### config.mk
export PLATFORM = sky130hd
export DESIGN_NAME = amo_sequencer
export DESIGN_NICKNAME = d
export VERILOG_FILES = /design/src/rtl/amo_sequencer.sv
export SDC_FILE = /design/constraint.sdc
export NUM_CORES = 1
export LEC_CHECK = 0
export ABC_CLOCK_PERIOD_IN_PS = 7290
export CAP_MARGIN = 20
export CORE_AREA = 4 4 133 135
export DETAILED_ROUTE_END_ITERATION = 16
export DIE_AREA = 0 0 137 139
export HOLD_SLACK_MARGIN = 0.03
export PLACE_DENSITY = 0.86
export SLEW_MARGIN = 5
export SYNTH_ARGS = -nofsm -noshare
export SYNTH_HDL_FRONTEND = slang
export SYNTH_SLANG_ARGS = --single-unit
### constraint.sdc
create_clock -name clk -period 7.29 [get_ports clk]
set_input_delay 1.458 -clock clk [delete_from_list [all_inputs] [get_ports clk]]
set_output_delay 1.458 -clock clk [all_outputs]
set_load 0.05 [all_outputs]
### src/rtl/amo_sequencer.sv
// rtl/amo_sequencer.sv - RISC-V AMO read-modify-write sequencer (read, ALU, write, respond)
// Optional macro AMO_MINMAX_EN enables the MIN/MAX funct5 decodes.

module amo_sequencer #(
   parameter int ADDR_W = 32
) (
   input  logic              clk,
   input  logic              reset,
   input  logic              req_valid,
   output logic              req_ready,
   input  logic [4:0]        req_funct5,
   input  logic [ADDR_W-1:0] req_addr,
   input  logic [31:0]       req_rs2,
   output logic              resp_valid,
   input  logic              resp_ready,
   output logic [31:0]       resp_rdata,
   output logic              resp_err,
   output logic              mem_req,
   output logic              mem_we,
   output logic [ADDR_W-1:0] mem_addr,
   output logic [31:0]       mem_wdata,
   input  logic              mem_ack,
   input  logic [31:0]       mem_rdata,
   output logic [31:0]       alu_v1,
   output logic [31:0]       alu_v2,
   output logic [15:0]       alu_op,
   input  logic [63:0]       alu_result
);

   typedef enum logic [2:0] {
      S_IDLE,
      S_READ,
      S_CALC,
      S_WRITE,
      S_RESP
   } state_t;

   state_t            r_state;
   state_t            w_next;
   logic [4:0]        r_funct5;
   logic [ADDR_W-1:0] r_addr;
   logic [31:0]       r_rs2;
   logic [31:0]       r_old;
   logic [31:0]       r_new;
   logic              r_err;

   logic [15:0]       w_acc_op;
   logic              w_acc_err;
   logic [15:0]       w_calc_op;
   logic [31:0]       w_unused_alu_hi;

   // A zero code means "not decodable"; every legal op is non-zero.
   function automatic logic [15:0] f_decode(input logic [4:0] i_f);
      logic [15:0] v;
      case (i_f)
         5'b00000: v = 16'd1;
         5'b00001: v = 16'd8192;
         5'b00100: v = 16'd4;
         5'b01000: v = 16'd8;
         5'b01100: v = 16'd16;
`ifdef AMO_MINMAX_EN
         5'b10000: v = 16'd32768;
         5'b10100: v = 16'd16384;
`endif
         default:  v = 16'd0;
      endcase
      return v;
   endfunction

   assign w_acc_op        = f_decode(req_funct5);
   assign w_acc_err       = (w_acc_op == 16'd0) || (req_addr[1:0] != 2'b00);
   assign w_calc_op       = f_decode(r_funct5);
   assign w_unused_alu_hi = alu_result[63:32];

   always_ff @(posedge clk or posedge reset) begin
      if (reset) begin
         r_state <= S_IDLE;
      end else begin
         r_state <= w_next;
      end
   end

   always_comb begin
      w_next     = r_state;
      req_ready  = 1'b0;
      resp_valid = 1'b0;
      resp_rdata = 32'd0;
      resp_err   = 1'b0;
      mem_req    = 1'b0;
      mem_we     = 1'b0;
      mem_addr   = '0;
      mem_wdata  = 32'd0;
      alu_v1     = 32'd0;
      alu_v2     = 32'd0;
      alu_op     = 16'd0;
      case (r_state)
         S_IDLE: begin
            req_ready = 1'b1;
            if (req_valid) begin
               w_next = w_acc_err ? S_RESP : S_READ;
            end
         end
         S_READ: begin
            mem_req  = 1'b1;
            mem_addr = r_addr;
            if (mem_ack) begin
               w_next = S_CALC;
            end
         end
         S_CALC: begin
            alu_v1 = r_old;
            alu_v2 = r_rs2;
            alu_op = w_calc_op;
            w_next = S_WRITE;
         end
         S_WRITE: begin
            mem_req   = 1'b1;
            mem_we    = 1'b1;
            mem_addr  = r_addr;
            mem_wdata = r_new;
            if (mem_ack) begin
               w_next = S_RESP;
            end
         end
         S_RESP: begin
            resp_valid = 1'b1;
            resp_rdata = r_old;
            resp_err   = r_err;
            if (resp_ready) begin
               w_next = S_IDLE;
            end
         end
         default: w_next = S_IDLE;
      endcase
   end

   // r_old is cleared at acceptance so an error response returns zero.
   always_ff @(posedge clk or posedge reset) begin
      if (reset) begin
         r_funct5 <= 5'd0;
         r_addr   <= '0;
         r_rs2    <= 32'd0;
         r_old    <= 32'd0;
         r_new    <= 32'd0;
         r_err    <= 1'b0;
      end else begin
         case (r_state)
            S_IDLE: begin
               if (req_valid) begin
                  r_funct5 <= req_funct5;
                  r_addr   <= req_addr;
                  r_rs2    <= req_rs2;
                  r_old    <= 32'd0;
                  r_new    <= 32'd0;
                  r_err    <= w_acc_err;
               end
            end
            S_READ: begin
               if (mem_ack) begin
                  r_old <= mem_rdata;
               end
            end
            S_CALC: begin
               r_new <= alu_result[31:0];
            end
            default: ;
         endcase
      end
   end

endmodule

==> impl_table.tex, run 1 <==
\begin{tabular}{lr}
\hline
Metric & Value \\
\hline
\multicolumn{2}{l}{\textbf{Outcome}} \\
Result of the run & completed \\
\multicolumn{2}{l}{\textbf{Cells and area}} \\
Nets & 1110 \\
Fraction of layout instances using a drive strength above 1 & 12.3\% \\
Synthesis-to-finish area growth & 57.8\% \\
Diodes inserted & 0 \\
\multicolumn{2}{l}{\textbf{Worst setup path}} \\
Maximum fanout count along the critical path & 22 \\
Crit. End Element & output pin \\
Critical Path Start Type & flop \\
Startpoint-to-endpoint class of the critical path & flop to output pin \\
Worst path required time & 5.83 ns \\
Worst EP arrival & 3.33 ns \\
\multicolumn{2}{l}{\textbf{Yosys}} \\
Portion of the post-synthesis area used by sequential elements & 51.8\% \\
Count of different cell masters after synthesis & 28 \\
Synth warnings & 0 \\
Average cell area after synthesis & 10.1 µm² \\
Cell count after synthesis & 654 \\
Synth Cell Area & 6620 µm² \\
Post-synthesis register bit count & 137 \\
\multicolumn{2}{l}{\textbf{Die}} \\
Die Area & 19000 µm² \\
Die boundary height & 139 µm \\
Die Width & 137 µm \\
Number of placed I/O pins & 351 \\
Core footprint & 16500 µm² \\
Initial core utilization & 40.2\% \\
Number of placement rows & 47 \\
\multicolumn{2}{l}{\textbf{STA}} \\
Post-Route Skew & 0.00693 ns \\
Min cycle time layout & 4.79 ns \\
Fin crit share & 65.7\% \\
Total count of hold-check failures in the final report & 0 \\
Worst slew slack as a fraction of its limit & 35.4\% \\
Hold slack & 0.494 ns \\
Number of endpoints failing setup at the final stage & 0 \\
Slew Viols, Final & 0 \\
Slew at the pin with the worst max-slew slack & 0.969 ns \\
Maximum operating frequency & 209 MHz \\
Setup TNS & 0 ns \\
Setup repair after global routing missed its margin & false \\
\multicolumn{2}{l}{\textbf{Run}} \\
Max-capacitance violation count & 0 \\
\multicolumn{2}{l}{\textbf{CTS}} \\
Clock Tree Buf Depth & 2 \\
Clock latency of the later-clocked register in the worst-skew pair & 0.41 ns \\
Clock input transition at the sequential cells of the worst setup and hold paths & 0.06 ns \\
Library cell used as clock root buffer & sky130\_fd\_sc\_hd\_\_clkbuf\_16 \\
Clock tree from TritonCTS & yes \\
Number of resized instances in the post-cts repair step & 0 \\
H-tree depth & 4 \\
Number of sinks driven by the clock tree & 137 \\
Post-CTS Repair Setup Buffers & 0 \\
Hold buffers post-CTS & 0 \\
TritonCTS Buffers & 17 \\
\multicolumn{2}{l}{\textbf{Global routing}} \\
Initial antenna violation count & 0 \\
Maximum number of pins on one net before global-route repair & 90 \\
Leftover overflow at the end of global routing & 0 \\
Number of global-route vias before repair & 5764 \\
Overall track demand over capacity in global routing & 20.8\% \\
First-pass GRT wire length & 31.2 mm \\
\multicolumn{2}{l}{\textbf{Drt}} \\
Total wire length after detailed routing & 20.1 mm \\
Post-DR vias/cell & 4.77 \\
Vias after detailed routing & 5591 \\
Detail-routed net length per standard cell & 17.1 µm \\
Post-detailed-route DRC marker count & 0 \\
Total iterations of the first detailed-routing run & 4 \\
Post-DRT Antenna Nets & 0 \\
1st-iter DRT viols & 316 \\
\multicolumn{2}{l}{\textbf{Placed design}} \\
Port Buffers & 307 \\
Last weighted congestion value of the routability-driven placer & 0.800 \\
Detailed-placement wirelength estimate & 14.1 mm \\
\multicolumn{2}{l}{\textbf{Power}} \\
Maximum ir drop on the vdd rail & 0.000214 V \\
Part of the power in the clock network & 22.7\% \\
Power density normalized to cell area & 364 nW/µm² \\
Post-layout total power & 0.00380 W \\
Combinational Power Share & 43.6\% \\
Share of total power in sequential cells & 33.8\% \\
Reported net switching power & 0.00149 W \\
Leakage power & 4.43 nW \\
Cell-internal power & 0.00231 W \\
Switch share & 39.2\% \\
\multicolumn{2}{l}{\textbf{Worst hold path}} \\
Worst min-delay path category & flop to flop \\
\hline
\end{tabular}
-- path summary, 6_finish.rpt --
path | slack [ns] | startpoint | end | cells past startpoint
min in group asynchronous | 1.48 | reset | r_rs2[0] | 2
setup / recovery | 2.50 | r_state[1] | alu_op[3] | 4
max in group asynchronous | 4.39 | reset | r_rs2[22] | 3
setup reg to reg | 4.83 | r_state[1] | r_rs2[1] | 3
hold reg to reg | 0.49 | r_addr[14] | r_addr[14] | 1
hold / removal | 0.49 | r_addr[14] | r_addr[14] | 1
-- routing by layer --
metal,vias to the layer above,GRT usage [%],wire [µm]
met4,0,8.61,573
met2,206,34.7,10000
met1,2682,24.6,7820
met3,42,6.71,1620
li1,2661,-,-
met5,-,0,0
-- power by group through the flow --
| stage | clock (W) | combinational, W | sequential, W |
|---|---|---|---|
| 2_1_floorplan | 0 | 0.00123 | 0.00121 |
| 3_3_place_gp | 0 | 0.00163 | 0.00127 |
| 3_5_place_dp | 0 | 0.00167 | 0.00130 |
| 4_1_cts | 0.000883 | 0.00168 | 0.00128 |
| 5_1_grt | 0.000925 | 0.00178 | 0.00133 |
| 6_report | 0.000862 | 0.00166 | 0.00128 |
-- Yosys cell counts --
cell type                  number  share of area, %
sky130_fd_sc_hd__and3_1        32               3.0
sky130_fd_sc_hd__or4_4          1              0.17
sky130_fd_sc_hd__buf_4         12               1.4
sky130_fd_sc_hd__or3_1          1             0.095
sky130_fd_sc_hd__buf_2         14               1.1
sky130_fd_sc_hd__a221o_1        1              0.15
sky130_fd_sc_hd__clkbuf_1      33               1.9
sky130_fd_sc_hd__nor2b_1        2              0.19
sky130_fd_sc_hd__conb_1         1             0.057
sky130_fd_sc_hd__o221ai_1       1              0.13
sky130_fd_sc_hd__inv_1         35               2.0
sky130_fd_sc_hd__nor3b_1        2              0.23
sky130_fd_sc_hd__mux2_2        68                12
sky130_fd_sc_hd__and2_1        98               9.3
sky130_fd_sc_hd__nor2_1        36               2.0
sky130_fd_sc_hd__xor2_1         1              0.13
sky130_fd_sc_hd__nor4_1         3              0.28
sky130_fd_sc_hd__nor3b_2        3              0.57
sky130_fd_sc_hd__nor3_1         1             0.076
sky130_fd_sc_hd__nand2b_1       1             0.095
sky130_fd_sc_hd__a211o_1        1              0.13
sky130_fd_sc_hd__mux2i_1       32               4.8
sky130_fd_sc_hd__nor4b_4        1              0.36
sky130_fd_sc_hd__or3b_1         1              0.13
sky130_fd_sc_hd__nand2_1      101               5.7
sky130_fd_sc_hd__a31oi_1        1             0.095
sky130_fd_sc_hd__dfrtp_1      137                52
sky130_fd_sc_hd__o21ai_0       34               2.6
-- state kept, by name, indices dropped and copies added (netlist names) --
| name | cells |
|---|---|
| r_addr | 32 |
| r_new | 32 |
| r_old | 32 |
| r_rs2 | 32 |
| r_funct5 | 5 |
| r_state | 3 |
| r_err | 1 |
-- placed cells by master (no fill, tap or decap), types with 2 or more instances in the layout --
| cell type | instances |
|---|---|
| sky130_fd_sc_hd__clkbuf_1 | 2 |
| sky130_fd_sc_hd__bufinv_16 | 2 |
| sky130_fd_sc_hd__clkinv_2 | 2 |
| sky130_fd_sc_hd__nor3b_2 | 4 |
| sky130_fd_sc_hd__o21ai_0 | 34 |
| sky130_fd_sc_hd__clkinvlp_4 | 4 |
| sky130_fd_sc_hd__clkbuf_8 | 3 |
| sky130_fd_sc_hd__nand2_1 | 101 |
| sky130_fd_sc_hd__clkbuf_16 | 17 |
| sky130_fd_sc_hd__and3_1 | 32 |
| sky130_fd_sc_hd__mux2i_1 | 32 |
| sky130_fd_sc_hd__dfrtp_1 | 137 |
| sky130_fd_sc_hd__inv_6 | 2 |
| sky130_fd_sc_hd__mux2_2 | 68 |
| sky130_fd_sc_hd__nor4_1 | 3 |
| sky130_fd_sc_hd__inv_1 | 34 |
| sky130_fd_sc_hd__and2_1 | 98 |
| sky130_fd_sc_hd__clkdlybuf4s50_1 | 307 |
| sky130_fd_sc_hd__conb_1 | 11 |
| sky130_fd_sc_hd__nor2_1 | 36 |
| sky130_fd_sc_hd__buf_4 | 7 |
-- worst max-delay path: stages, from the launching register on --
cell and delay [ns]:
sky130_fd_sc_hd__dfrtp_1 0.62, sky130_fd_sc_hd__or3b_2 0.72, sky130_fd_sc_hd__or4_4 0.53, sky130_fd_sc_hd__nor3b_2 0.20
sky130_fd_sc_hd__clkdlybuf4s50_1 0.85
-- final cells by class --
class                           count  area, µm²
Clock buffer                       22        474
Clock inverter                     10        118
Fill cell                        1329       6020
Inverter                           35        136
Multi-Input combinational cell    433       2840
Sequential cell                   137       3430
Tap cell                          220        275
Timing Repair Buffer              316       3170
-- kinds of logic (layout without fill, tap and decap cells) --
family                 count (synthesis)  after routing  synth area share [%]
AND/OR/NAND/NOR                      283            283                  22.2
flip-flops                           137            137                  51.8
multiplexers                         100            100                  16.4
buffers and inverters                 94            383                  6.28
AO/OA/AOI/OAI                         38             38                  3.08
other                                  1             11                0.0567
XOR/XNOR                               1              1                 0.132
-- metrics by stage --
stage               util (%)  std cells  setup WS [ns]  cell area [µm²]
finish                  63.4       1173           2.50            10400
global route            63.4       1173           2.32            10400
CTS                     63.4       1173           2.44            10400
detailed placement      59.8       1141           2.92             9850
global placement        59.7       1140           2.90             9820
floorplan                  -        664           2.16             6660
Note: power is estimated with default switching activity, not from simulation.
==> run 2, diff against run 1 <==
Settings changed: ABC_CLOCK_PERIOD_IN_PS 7290 to 4600, CORE_AREA 4 4 133 135 to not set, CORE_MARGIN set to 4, CORE_UTILIZATION set to 40, DIE_AREA 0 0 137 139 to not set.
Clock period 7.29 ns to 4.6 ns, I/O delays scaled along.
==> impl_table.tex, run 2 (synthesized netlist as in run 1, its figures left out) <==
\begin{tabular}{lr}
\hline
Metric & Value \\
\hline
\multicolumn{2}{l}{\textbf{Worst setup path}} \\
Worst path required time & 3.68 ns (was 5.83 ns) \\
Maximum fanout count along the critical path & 36 (was 22) \\
Startpoint-to-endpoint class of the critical path & flop to output pin (unchanged) \\
Worst EP arrival & 2.96 ns (was 3.33 ns) \\
Critical Path Start Type & flop (unchanged) \\
Crit. End Element & output pin (unchanged) \\
\multicolumn{2}{l}{\textbf{STA}} \\
Post-Route Skew & 0.00545 ns (was 0.00693 ns) \\
Maximum operating frequency & 258 MHz \\
Fin crit share & 84.3\% \\
Total count of hold-check failures in the final report & 0 (unchanged) \\
Worst slew slack as a fraction of its limit & 33.7\% (was 35.4\%) \\
Setup TNS & 0 ns (unchanged) \\
Slew Viols, Final & 0 (unchanged) \\
Hold slack & 0.494 ns (about the same) \\
Min cycle time layout & 3.88 ns \\
Slew at the pin with the worst max-slew slack & 0.995 ns (was 0.969 ns) \\
Number of endpoints failing setup at the final stage & 0 (unchanged) \\
Setup repair after global routing missed its margin & false (unchanged) \\
\multicolumn{2}{l}{\textbf{CTS}} \\
TritonCTS Buffers & 17 (unchanged) \\
Number of sinks driven by the clock tree & 137 (unchanged) \\
H-tree depth & 4 (unchanged) \\
Hold buffers post-CTS & 0 (unchanged) \\
Clock latency of the later-clocked register in the worst-skew pair & 0.42 ns (was 0.41 ns) \\
Library cell used as clock root buffer & sky130\_fd\_sc\_hd\_\_clkbuf\_16 (unchanged) \\
Clock tree from TritonCTS & yes (unchanged) \\
Clock input transition at the sequential cells of the worst setup and hold paths & 0.06 ns (about the same) \\
Clock Tree Buf Depth & 2 (unchanged) \\
Number of resized instances in the post-cts repair step & 0 (unchanged) \\
Post-CTS Repair Setup Buffers & 0 (unchanged) \\
\multicolumn{2}{l}{\textbf{Placed design}} \\
Placed Area & 9890 µm² (was 9850 µm²) \\
Last weighted congestion value of the routability-driven placer & 0.812 (was 0.800) \\
Detailed-placement wirelength estimate & 14.4 mm (was 14.1 mm) \\
Port Buffers & 307 (unchanged) \\
\multicolumn{2}{l}{\textbf{Outcome}} \\
Result of the run & completed (unchanged) \\
\multicolumn{2}{l}{\textbf{Global routing}} \\
First-pass GRT wire length & 31.0 mm (was 31.2 mm) \\
Number of global-route vias before repair & 5893 (was 5764) \\
Overall track demand over capacity in global routing & 21.4\% (was 20.8\%) \\
Initial antenna violation count & 0 (unchanged) \\
Leftover overflow at the end of global routing & 0 (unchanged) \\
Maximum number of pins on one net before global-route repair & 91 (was 90) \\
\multicolumn{2}{l}{\textbf{Drt}} \\
Detail-routed net length per standard cell & 17.1 µm (about the same) \\
Total iterations of the first detailed-routing run & 4 (unchanged) \\
Vias after detailed routing & 5604 (was 5591) \\
Total wire length after detailed routing & 20.1 mm (about the same) \\
Post-DRT Antenna Nets & 0 (unchanged) \\
1st-iter DRT viols & 169 (was 316) \\
Post-detailed-route DRC marker count & 0 (unchanged) \\
Post-DR vias/cell & 4.77 (about the same) \\
\multicolumn{2}{l}{\textbf{Cells and area}} \\
Nets & 1114 (was 1110) \\
Commonest non-fill, non-tap cell in the layout & sky130\_fd\_sc\_hd\_\_clkdlybuf4s50\_1 (unchanged) \\
\# fillers & 1251 (was 1329) \\
Post-layout instance area & 10600 µm² (was 10400 µm²) \\
Fraction of layout instances using a drive strength above 1 & 13.2\% (was 12.3\%) \\
Most frequent cells in the layout & 304 x sky130\_fd\_sc\_hd\_\_clkdlybuf4s50\_1, 137 x sky130\_fd\_sc\_hd\_\_dfrtp\_1, 101 x sky130\_fd\_sc\_hd\_\_nand2\_1 (was 307 x sky130\_fd\_sc\_hd\_\_clkdlybuf4s50\_1, 137 x sky130\_fd\_sc\_hd\_\_dfrtp\_1, 101 x sky130\_fd\_sc\_hd\_\_nand2\_1) \\
Synthesis-to-finish area growth & 59.4\% (was 57.8\%) \\
Area taken by flip-flops and latches & 3430 µm² (unchanged) \\
Final core occ & 65.7\% (was 63.4\%) \\
Total area of multi-input combinational cells & 2840 µm² (about the same) \\
\multicolumn{2}{l}{\textbf{Power}} \\
Maximum ir drop on the vdd rail & 0.000348 V (was 0.000214 V) \\
Leakage power & 4.51 nW (was 4.43 nW) \\
Power density normalized to cell area & 588 nW/µm² (was 364 nW/µm²) \\
\multicolumn{2}{l}{\textbf{Die}} \\
Die Area & 18700 µm² (was 19000 µm²) \\
Initial core utilization & 41.2\% (was 40.2\%) \\
Die Width & 137 µm (about the same) \\
Die boundary height & 137 µm (was 139 µm) \\
Number of placed I/O pins & 351 (unchanged) \\
Number of placement rows & 46 (was 47) \\
Core footprint & 16100 µm² (was 16500 µm²) \\
\multicolumn{2}{l}{\textbf{Worst hold path}} \\
Worst min-delay path category & flop to flop (unchanged) \\
\multicolumn{2}{l}{\textbf{Run}} \\
Max-capacitance violation count & 0 (unchanged) \\
\hline
\end{tabular}
==> run 2: changes by cell type in the layout (fill, tap and decap cells not counted), sizes merged <==
cell,change
buf,+7
bufinv,+3
clkdlybuf4s50,-3
clkinvlp,-2
clkbuf,-1
clkinv,+1
diode,+1
inv,-1
==> run 2: through the flow <==
step                power, W  worst slack [ns]  instances
floorplan            0.00387            0.0122        664
global placement     0.00463              1.15       1141
detailed placement   0.00471              1.14       1141
CTS                  0.00626             0.687       1173
global route         0.00658             0.559       1173
finish               0.00620             0.720       1174
==> run 2: worst paths after layout <==
path,start,end,slack [ns],depth (start not counted)
min,r_addr[30],r_addr[30],0.49,1
min reg2reg,r_addr[30],r_addr[30],0.49,1
max reg2reg,r_state[1],r_rs2[23],2.08,4
max,r_state[1],alu_v1[7],0.72,4
max in group asynchronous,reset,r_rs2[7],2.80,3
min in group asynchronous,reset,r_old[15],1.04,2
==> run 2: routing by layer <==
| metal | track usage, % | vias to the layer above | wire length, µm |
|---|---|---|---|
| met5 | 0 | - | 0 |
| met4 | 9.85 | 0 | 652 |
| met3 | 7.94 | 45 | 1740 |
| met2 | 35.5 | 219 | 10200 |
| met1 | 24.5 | 2685 | 7510 |
| li1 | - | 2655 | - |
==> run 2: area by class of cell <==
type / count / area share (%)
sequential: 137 / 32.5
inverter: 35 / 1.29
antenna: 1 / 0.0237
clock buffer: 21 / 4.46
multi-input combinational: 433 / 26.9
timing repair buffer: 320 / 30.5
tap: 216 / 2.56
clock inverter: 11 / 1.83
==> run 2: critical path, cell delays in order (launching register included) <==
cell and delay [ns]:
sky130_fd_sc_hd__dfrtp_1 0.59, sky130_fd_sc_hd__or3b_2 0.65, sky130_fd_sc_hd__buf_4 0.32, sky130_fd_sc_hd__nor2_1 0.14, sky130_fd_sc_hd__clkdlybuf4s50_1 0.81
==> run 2: power by group <==
group / internal, W / switching [W]
logic: 0.00110 / 0.00154
registers: 0.00174 / 0.000295
clock network: 0.00101 / 0.000529
total: 0.00384 / 0.00236
==> patch 1: new RTL, flow settings as in run 1 <==
Encoding of `state_t`: now one-hot (5 bits for 5 states).
--- a/src/rtl/amo_sequencer.sv
+++ b/src/rtl/amo_sequencer.sv
@@ -28,10 +28,10 @@
 );
 
-   typedef enum logic [2:0] {
-      S_IDLE,
-      S_READ,
-      S_CALC,
-      S_WRITE,
-      S_RESP
+   typedef enum logic [4:0] {
+      S_IDLE  = 5'b00001,
+      S_READ  = 5'b00010,
+      S_CALC  = 5'b00100,
+      S_WRITE = 5'b01000,
+      S_RESP  = 5'b10000
    } state_t;
 
Formal check against the unedited RTL: same outputs for any inputs over 4 cycles, from zero or initial values and one cycle with reset high; so few cycles prove little.
==> patch 1 against run 1 <==
  * Area after synthesis increased by 0.42%
  * Worst setup slack got worse by 0.064 ns
  * Global-route usage increased by 0.51 points
  * Die area unchanged
  * Hold slack got worse by 0.030 ns
  * Routed wire length increased by 2.2%
  * Cell area increased by 0.38%
  * Register-to-register slack improved by 0.19 ns
  * Sequential cell count increased by 2
  * Critical path type unchanged
  * Largest cell class unchanged
Power is not compared: it rests on default switching activity, and its combinational part moved more than twofold at a synthesized area within 25%.
==> patch 1: results (changes against run 1) <==
** Run status
- Result of the run: finished clean (unchanged).

** Detailed routing
- The total number of vias is 6,296 (was 5,591).
- The first-iteration detailed-routing DRC count was 286 (was 316).
- Wire length per cell :: 15.5 um (was 17.1 um)
- The wire length after detailed routing came to 20,500 um (was 20,100 um).
- First-pass DRT Iterations :: 4 (unchanged)

** Clocking
- The post-CTS setup buffer count is 0 (unchanged).
- Maximum clock path buffer count :: 2 (unchanged)
- Clock transition time at the flip-flop clock pins of the worst setup and hold paths :: 0.06 ns (about the same)
- The number of resized instances in the post-cts repair step came to 0 (unchanged).
- Clock root buffer :: clkbuf_16 (unchanged)
- Clock insertion delay at the later pin of the skew report :: 0.41 ns (about the same)

** Logic synthesis
- Most used standard cells in the synthesized netlist :: nand2_1, dfrtp_1, and2_1 (was dfrtp_1, nand2_1, and2_1)
- The most common flop cell mapped by yosys was dfrtp_1 (unchanged).
- The gate count of the mapped netlist was 809 (was 654).
- Post-synth ARST share :: 1.00 (unchanged)
- Ranking of synthesized cells by area :: dfrtp_1, nand2_1, and2_1, nor2_1, o211ai_1 (was dfrtp_1, mux2_2, and2_1, nand2_1, mux2i_1)
- The sequential fraction of the synthesis area came to 0.524 (was 0.518).
- The warning count from the yosys run is 0 (unchanged).
- Distinct cells, synth :: 36 (was 28)

** Place
- The global placer's final weighted congestion was 0.759 (was 0.800).
- Number of placed instances with taps included :: 1,288 (was 1,141)
- The final HPWL from detailed placement is 14,300 um (was 14,100 um).

** GRT
- The number of antenna violations at the first check in global routing was 1 (was 0).
- Total global-route track usage :: 0.213 (was 0.208)
- The first-pass GRT wire length is 32,400 um (was 31,200 um).
- Largest net degree at the start of global routing :: 104 (was 90)
- The via count of the first global-routing pass was 6,135 (was 5,764).

** Worst setup path
- Arr. time, crit path :: 3.40 ns (was 3.33 ns)
- Worst R2R Start :: r_state[1]$_DFFE_PP0P_ (unchanged)
- Type of the worst setup path :: flip-flop to primary output (unchanged)
- The largest fanout on the critical path is 66 (was 22).

** Cells and area
- Layout filler cell count :: 1,387 (was 1,329)
- The count of inserted antenna diode cells came to 0 (unchanged).
- Share of cells above drive strength 1 :: 0.0445 (was 0.123)
- The final-stage net count is 1,259 (was 1,110).

** STA
- The clock skew is 0.00584 ns (was 0.00693 ns).
- The relative slew slack came to 0.343 (was 0.354).

** Min path
- Origin of the worst min-delay path :: r_rs2[17]$_DFFE_PP0P_ (was r_addr[14]$_DFFE_PP0P_)
## patch 1: layout make-up
class,instances,share of cell area
flip-flops and latches,139,0.332
repair buffers,318,0.306
multi-input cells,577,0.264
clock buffers,22,0.0433
well taps,220,0.0263
clock inverters,10,0.0158
inverters,36,0.0134
## patch 1: path summary, 6_finish.rpt
check | endpoint | slack (ns) | cells after the start
max | alu_v1[7] | 2.44 | 4
min | r_rs2[17]$_DFFE_PP0P_ | 0.46 | 2
max reg2reg | r_new[13]$_DFFE_PP0P_ | 5.02 | 6
min reg2reg | r_rs2[17]$_DFFE_PP0P_ | 0.46 | 2
max in group asynchronous | r_err$_DFFE_PP0P_ | 4.45 | 3
min in group asynchronous | r_rs2[6]$_DFFE_PP0P_ | 1.54 | 2
## patch 1: logic make-up (layout without fill, tap and decap cells)
group,count (synthesis),count (layout),synth area share
compound gates,73,73,0.0689
buf+inv,103,386,0.0695
other cells,1,11,0.000564
mux,1,1,0.00169
flops,139,139,0.524
xor+xnor,1,1,0.00132
simple gates,491,491,0.335
## patch 1: per-layer routing
layer	wire length, um	vias up	track usage
met5	13	-	0
met1	7930	2939	0.251
met3	2060	39	0.0864
met2	10000	242	0.351
met4	485	2	0.0751
li1	-	3074	-
## patch 1: report_power, final
group / total, uW / internal, uW / switching, uW
sequential: 1070 / 971 / 96.4
clock: 914 / 584 / 330
combinational: 626 / 235 / 391
## patch 1: through the flow
step | instance area (um^2) | setup slack [ns]
after detailed placement | 9830 | 2.78
final | 10500 | 2.44
after global routing | 10500 | 2.17
after global placement | 9800 | 2.80
after floorplan | 6680 | 2.11
after CTS | 10400 | 2.30
## patch 1: critical path, stage by stage, from the launching register on
cell             delay (ns)
dfrtp_1                0.44
nor2_1                 0.39
nand4bb_4              0.83
nor2_1                 0.44
clkdlybuf4s50_1        0.86
==> patch 2: new RTL, settings of run 1 <==
Without the edit above. Add a define of `AMO_MINMAX_EN`.
--- a/src/rtl/amo_sequencer.sv
+++ b/src/rtl/amo_sequencer.sv
@@ -1,4 +1,6 @@
 // rtl/amo_sequencer.sv - RISC-V AMO read-modify-write sequencer (read, ALU, write, respond)
 // Optional macro AMO_MINMAX_EN enables the MIN/MAX funct5 decodes.
+
+`define AMO_MINMAX_EN
 
 module amo_sequencer #(
Function: changed (Yosys sat finds a counterexample within 4 cycles, from zero or initial values and one cycle with reset high).
==> patch 2 against run 1 <==
  * Area after synthesis is 0.64% higher
  * Sequential cell count unchanged
  * Total power rose by 5.2%
  * Worst setup slack got worse by 0.086 ns
  * Cell area decreased by 0.42%
  * Synthesized cell count grew 0.15%
  * Routed wire length down 4.7%
  * Count of clock-buffer cells in the layout rose by 1
  * Largest power group unchanged
==> patch 2: results (changes against run 1) <==
** STA
- The relative slew slack was 0.313 (was 0.354).
- The clock skew was 0.00660 ns (was 0.00693 ns).

** Logic synthesis
- Most used standard cells in the synthesized netlist: dfrtp_1, nand2_1, and2_1 (unchanged).
- Ranking of synthesized cells by area: dfrtp_1, mux2_1, and2_1, nand2_1, mux2i_1 (was dfrtp_1, mux2_2, and2_1, nand2_1, mux2i_1).
- Distinct cells, synth :: 37 (was 28)
- The share of flip-flops with an asynchronous set or reset after synthesis is 1.00 (unchanged).
- Fraction of the yosys area taken by sequential cells :: 0.515 (was 0.518)

** GRT
- The global router's overall resource usage was 0.198 (was 0.208).
- First-pass GRT wire length :: 29,500 um (was 31,200 um)
- The via count of the first global-routing pass came to 5,539 (was 5,764).
- The maximum number of pins on one net before global-route repair was 71 (was 90).

** Place
- Worst slack at placement :: 2.86 ns (was 2.92 ns)
- The final HPWL from detailed placement came to 13,900 um (was 14,100 um).
- Number of I/O port buffers :: 309 (was 307)
- RD Place Congestion :: 0.773 (was 0.800)

** Worst setup path
- The largest fanout on the critical path was 53 (was 22).
- Stage delay of the slowest cell on the critical path :: 0.92 ns (was 0.85 ns)
- Library cell contributing the largest single delay on the critical path :: clkdlybuf4s50_1 (unchanged)
- The arrival time at the worst endpoint is 3.42 ns (was 3.33 ns).

** Detailed routing
- Wire length per cell :: 16.3 um (was 17.1 um)
- The first-iteration detailed-routing DRC count was 197 (was 316).
- Number of vias per cell after detailed routing :: 4.68 (was 4.77)

** Run status
- Result of the run: finished clean (unchanged).

** Cells and area
- Total number of nets in the final design :: 1,114 (was 1,110)
- Share of cells above drive strength 1 :: 0.0628 (was 0.123)
- The layout overhead on the synthesized area is 56.1% (was 57.8%).

** Power
- The static leakage power is 0.00437 uW (was 0.00443 uW).
- The worst voltage drop across the vdd grid was 276 uV (was 214 uV).

** Clocking
- TritonCTS buffer count :: 17 (unchanged)
- The post-CTS setup buffer count came to 0 (unchanged).
- H-tree depth :: 4 (unchanged)

** Min path
- Hold Crit Class :: flip-flop to flip-flop (unchanged)
-- patch 2: cells by family (layout without fill, tap and decap cells) --
kind of cell / Yosys count / count (layout) / share of synthesized area
other: 1 / 9 / 0.000563
buffers and inverters: 89 / 381 / 0.0708
AO/OA/AOI/OAI: 38 / 38 / 0.0312
multiplexers: 102 / 102 / 0.166
AND/OR/NAND/NOR: 287 / 287 / 0.215
flip-flops: 137 / 137 / 0.515
XOR/XNOR: 1 / 1 / 0.00132
-- patch 2: worst max-delay path: cells and delay by family (launching register included) --
kind                   cells  cell delay, ns
buffers and inverters      2            1.29
AND/OR/NAND/NOR            2            1.07
flip-flops                 1            0.60
-- patch 2: layer usage --
metal	share of wire	vias up	track usage
met4	0.023	0	0.0714
met1	0.38	2606	0.222
met3	0.097	37	0.0787
li1	-	2634	-
met5	0	-	0
met2	0.50	221	0.336
-- patch 2: final timing paths --
kind,from,end,slack (ns),cells past startpoint
min in group asynchronous,reset,r_addr[10]$_DFFE_PP0P_,1.52,2
worst max register to register,r_state[1]$_DFFE_PP0P_,r_addr[28]$_DFFE_PP0P_,5.18,3
worst max-delay path,r_state[1]$_DFFE_PP0P_,alu_op[0],2.42,4
max in group asynchronous,reset,r_addr[23]$_DFFE_PP0P_,4.40,3
worst min register to register,r_rs2[18]$_DFFE_PP0P_,r_rs2[18]$_DFFE_PP0P_,0.47,1
worst min-delay path,r_rs2[18]$_DFFE_PP0P_,r_rs2[18]$_DFFE_PP0P_,0.47,1
-- patch 2: report_power, final --
group          switching [uW]  leakage [uW]  internal [uW]  total [uW]
Sequential                172       0.00172           1110        1280
Clock                     313      0.000295            571         884
Combinational            1140       0.00235            694        1830
-- patch 2: layout make-up --
type | count | area [um^2]
Clock buffer | 23 | 488
Clock inverter | 7 | 116
Fill cell | 1374 | 6070
Inverter | 34 | 133
Multi-Input combinational cell | 437 | 2800
Sequential cell | 137 | 3430
Tap cell | 220 | 275
Timing Repair Buffer | 317 | 3150
-- patch 2: through the flow --
stage | hold slack (ns) | cells | total power [uW] | util | cell area, um^2
floorplan | 0.449 | 663 | 2620 | - | 6690
global placement | 0.459 | 1145 | 3100 | 0.595 | 9790
detailed placement | 0.466 | 1145 | 3160 | 0.595 | 9790
CTS | 0.479 | 1175 | 4060 | 0.631 | 10400
global route | 0.489 | 1175 | 4240 | 0.631 | 10400
finish | 0.474 | 1175 | 4000 | 0.631 | 10400
